File: src/rtl/mux41_scan_pkg.sv
// Shared definitions for the 4:1 mux scan controller: state encodings,
// default settle time and channel count.
package mux41_scan_pkg;

    typedef enum logic [1:0] {
        ST_IDLE = 2'd0,
        ST_SCAN = 2'd1,
        ST_DONE = 2'd2
    } state_t;

    localparam int SETTLE_DEF = 1;
    localparam int NUM_CH     = 4;
    localparam logic [1:0] LAST_CH = 2'(NUM_CH - 1);

endpackage

File: src/rtl/mux41_settle_timer.sv
// Dwell down-counter: loads cnt_init, counts down to zero and holds there.
module mux41_settle_timer #(
    parameter int CNT_W = 4
) (
    input  logic             clk,
    input  logic             rst,
    input  logic             load,
    input  logic [CNT_W-1:0] cnt_init,
    output logic             zero
);

    logic [CNT_W-1:0] cnt;

    always_ff @(posedge clk or posedge rst) begin
        if (rst) begin
            cnt <= '0;
        end else if (load) begin
            cnt <= cnt_init;
        end else if (cnt != '0) begin
            cnt <= cnt - 1'b1;
        end
    end

    assign zero = (cnt == '0);

endmodule

File: src/rtl/mux41_scan_ctrl.sv
// Walks the 4:1 mux selects 0..3, samples f on each after a settle dwell and
// hands the 4-bit snapshot out over valid/ready. SCAN_PARITY_EN adds port par.
module mux41_scan_ctrl
    import mux41_scan_pkg::*;
#(
    parameter int SETTLE = SETTLE_DEF,
    parameter int CNT_W  = 4
) (
    input  logic       clk,
    input  logic       rst,
    input  logic       start,
    input  logic       f,
    input  logic       ready,
    output logic       s0,
    output logic       s1,
    output logic [3:0] snap,
    output logic       valid,
`ifdef SCAN_PARITY_EN
    output logic       par,
`endif
    output logic       busy
);

    localparam logic [CNT_W-1:0] CNT_INIT = CNT_W'(SETTLE - 1);

    state_t     state, state_nxt;
    logic [1:0] ch;
    logic [1:0] sel;
    logic [2:0] snap_sh;
    logic       zero;
    logic       load;
    logic       restart;
    logic       sample;
    logic       handshake;

    mux41_settle_timer #(.CNT_W(CNT_W)) u_timer (
        .clk      (clk),
        .rst      (rst),
        .load     (load),
        .cnt_init (CNT_INIT),
        .zero     (zero)
    );

    always_ff @(posedge clk or posedge rst) begin
        if (rst) state <= ST_IDLE;
        else     state <= state_nxt;
    end

    always_comb begin
        state_nxt = state;
        load      = 1'b0;
        restart   = 1'b0;
        sample    = 1'b0;
        handshake = 1'b0;
        case (state)
            ST_IDLE: begin
                if (start) begin
                    state_nxt = ST_SCAN;
                    load      = 1'b1;
                    restart   = 1'b1;
                end
            end
            ST_SCAN: begin
                if (zero) begin
                    sample = 1'b1;
                    if (ch == LAST_CH) state_nxt = ST_DONE;
                    else               load      = 1'b1;
                end
            end
            ST_DONE: begin
                if (valid && ready) begin
                    handshake = 1'b1;
                    // A start on the handshake edge chains straight into the next scan.
                    if (start) begin
                        state_nxt = ST_SCAN;
                        load      = 1'b1;
                        restart   = 1'b1;
                    end else begin
                        state_nxt = ST_IDLE;
                    end
                end
            end
            default: state_nxt = ST_IDLE;
        endcase
    end

    always_ff @(posedge clk or posedge rst) begin
        if (rst) begin
            ch      <= '0;
            sel     <= '0;
            snap_sh <= '0;
            snap    <= '0;
            valid   <= 1'b0;
`ifdef SCAN_PARITY_EN
            par     <= 1'b0;
`endif
        end else begin
            if (handshake) begin
                valid <= 1'b0;
                sel   <= '0;
            end
            if (restart) begin
                ch  <= '0;
                sel <= '0;
            end
            if (sample) begin
                if (ch != LAST_CH) begin
                    snap_sh[ch] <= f;
                    ch          <= ch + 2'd1;
                    sel         <= ch + 2'd1;
                end else begin
                    snap  <= {f, snap_sh};
                    valid <= 1'b1;
`ifdef SCAN_PARITY_EN
                    par   <= f ^ (^snap_sh);
`endif
                end
            end
        end
    end

    assign s0   = sel[0];
    assign s1   = sel[1];
    assign busy = (state != ST_IDLE);

endmodule

File: config.mk
export PLATFORM = sky130hd
export DESIGN_NAME = mux41_scan_ctrl
export DESIGN_NICKNAME = d
export VERILOG_FILES = /design/src/rtl/mux41_scan_pkg.sv /design/src/rtl/mux41_settle_timer.sv /design/src/rtl/mux41_scan_ctrl.sv
export SDC_FILE = /design/constraint.sdc
export NUM_CORES = 1
export LEC_CHECK = 0
export ABC_AREA = 1
export CORE_UTILIZATION = 30
export DETAILED_ROUTE_END_ITERATION = 10
export GPL_TIMING_DRIVEN = 0
export HOLD_SLACK_MARGIN = 0.08
export PLACE_DENSITY_LB_ADDON = 0.2
export SYNTH_ARGS = -nofsm -noshare
export SYNTH_HDL_FRONTEND = slang
export SYNTH_HIERARCHICAL = 1
export SYNTH_SLANG_ARGS = --single-unit
File: constraint.sdc
create_clock -name clk -period 2.8 [get_ports clk]
set_input_delay 0.56 -clock clk [delete_from_list [all_inputs] [get_ports clk]]
set_output_delay 0.56 -clock clk [all_outputs]
set_load 0.02 [all_outputs]
==> metrics <==
Max VDD drop=0.3652 mV; layout cells sized above 1=0.1399; RePlAce Congestion=0.7009; die width=59.33 um; Post-Synth Simple-Gate Area=0.3287; biggest cell delay along the critical path=590 ps; mapped cell area=985.9 um2; core area=3078 um2; first-pass GRT wire length=2773 um; Crit Path Max Fanout=3; largest family of logic cells by synthesized area=simple AND/OR/NAND/NOR gates; hold buffer count at CTS=0; WP buf/inv=2; largest net degree at the start of global routing=15; area fraction in compound gates after synthesis=0.05076; CTS H-tree depth=1; unrepaired setup endpoints after global routing=false; total wire length=1713 um; CTS Buf Count=3; Fillers=324; TNS Setup=0 ps; Post-CTS Resized=0; Residual DRC=0; Netlist cell types=18; Syn Inst Count=124; row count=20; Tmin final=2037 ps; vias per cell=4.053; critical path class=flop to output pin; fraction of the mapped netlist area in adder cells=0.06345; Final HPWL DP=1305 um; post-synthesis sequential area ratio=0.4569; syn_area_per_cell=7.951 um2; crit path launch type=flop; Place WS=745.0 ps; Die Area=3519 um2; TritonRoute pass-1 iters=2; crit-path cells=inv_1, nand2_1, clkdlybuf4s50_1; initial antenna violation count=0; CTS tree=built; final-report hold violation count=0; total track usage=0.1071; Initial DRC Count=18; post-CTS setup buffer count=0; critical path arrival=1480 ps; Total Nets Final=154; mux cell area share after synthesis=0; vias after detailed routing=758; XOR/XNOR Fraction of Synth Area=0.008883; clock buffer depth=2; number of synthesized register bits=18; Max Cap Violations=0; transition time of the tightest slew-check pin=590.5 ps; clk root buf=clkbuf_4; endpoints failing setup=0; Worst Path Required=2240 ps; antenna-violating nets left=0; Crit path max-delay family=buffers and inverters; leading area contributor after synthesis=dfrtp_1; CTS sink cnt=18; I/O pins=13; Pleak=0.0006226 uW; fin worst setup slack=762.7 ps; Max Transition Viols Final=0; pwr/cell area=1019 nW/um2; fin crit share=0.7276; Worst setup EP type=output pin; drt wl/cell=9.160 um; clk_lat worst skew=300 ps; Max Fclk=0.4908 GHz; CP max-delay cell=clkdlybuf4s50_1; relative slew slack=0.6059; worst hold path type=input pin to asynchronous set/reset pin; die height=59.33 um; clk_skew=8.776 ps; area delta synth->final=22.59%; vias in the first global route=658; I/O Buffers=12; yosys warns=6; area fraction of the dominant cell type after synthesis=0.4569; Synth area leaders=dfrtp_1 46%, nand2_1 17%, inv_1 6.9%, ha_1 6.3%, nand3_1 3.6%; outcome=finished, final reports clean; # diodes=0; Initial Utilization=0.3203; overflow left after global routing=0; clk slew on worst S/H paths=110 ps
==> per-layer routing <==
| layer | GRT usage | wire length [um] | vias up |
|---|---|---|---|
| met1 | 0.1465 | 891 | 335 |
| met2 | 0.1621 | 735 | 14 |
| met4 | 0.04082 | 17 | 0 |
| met5 | 0 | 0 | - |
| met3 | 0.02620 | 69 | 2 |
| li1 | - | - | 407 |
==> cells in the final DEF, fill, tap and decap left out <==
cell | synthesis | layout
nor2_2 | 2 | 2
clkbuf_8 | 0 | 1
ha_1 | 5 | 5
clkdlybuf4s50_1 | 0 | 12
nor2_4 | 1 | 1
nand2_2 | 4 | 4
nor2_8 | 1 | 1
xnor2_1 | 1 | 1
nand2_1 | 45 | 45
nand3_4 | 1 | 1
o21ai_1 | 5 | 5
nor2_1 | 3 | 3
inv_1 | 18 | 18
o21ai_0 | 3 | 3
dfrtp_1 | 18 | 18
nand2_4 | 2 | 2
a21oi_1 | 2 | 2
clkbuf_4 | 0 | 3
inv_2 | 5 | 5
nand3_1 | 7 | 7
conb_1 | 1 | 4
==> through the flow <==
step | cells | util | area (um2) | hold WS [ps] | power, uW
floorplan | 127 | - | 997.2 | 326.1 | 903.7
global placement | 183 | 0.3809 | 1172 | 457.6 | 1068
detailed placement | 183 | 0.3809 | 1172 | 459.4 | 1079
CTS | 187 | 0.3927 | 1209 | 461.2 | 1249
global route | 187 | 0.3927 | 1209 | 469.5 | 1346
finish | 187 | 0.3927 | 1209 | 462.1 | 1232
==> cells by family (layout without fill, tap and decap cells) <==
family | count (synthesis) | in the layout
buf+inv | 23 | 39
other cells | 1 | 4
fa+ha+maj | 5 | 5
flops | 18 | 18
xor+xnor | 1 | 1
compound gates | 10 | 10
simple gates | 66 | 66
==> flip-flops by register name, summed over array words and instances, names as in the netlist <==
signal	flops
u_timer/cnt	4
sel	2
ch	2
snap	4
snap_sh	3
state	2
valid	1
==> final timing paths <==
kind                                start              to  slack, ps  cells past startpoint
max                              state[0]            busy        760                      3
max reg2reg                u_timer/cnt[0]  u_timer/cnt[1]        870                     11
min in group clk               snap_sh[1]      snap_sh[1]        480                      2
max in group asynchronous             rst         snap[3]       1770                      2
min                                   rst  u_timer/cnt[3]        460                      2
min reg2reg                    snap_sh[1]      snap_sh[1]        480                      2
==> layout make-up <==
cell class              count  area [um2]  area share
clock buffers               4       36.28     0.03002
inverters                  23       86.33     0.07143
multi-input cells          86       460.4      0.3810
flip-flops and latches     18       450.4      0.3727
well taps                  44       55.05     0.04555
repair buffers             12       120.1     0.09938
==> synthesized netlist by cell type <==
cell type,n
nor2_8,1
nand3_4,1
o21ai_0,3
inv_1,18
nand2_4,2
ha_1,5
conb_1,1
nor2_4,1
nand3_1,7
nor2_2,2
dfrtp_1,18
xnor2_1,1
o21ai_1,5
nand2_2,4
a21oi_1,2
nor2_1,3
inv_2,5
nand2_1,45
==> power by group <==
part	switching, uW	internal (uW)	total (uW)
Clock	85.2	79.2	164
Sequential	78.7	374	453
Combinational	363	251	615
Power figures use the tool's default switching activity.
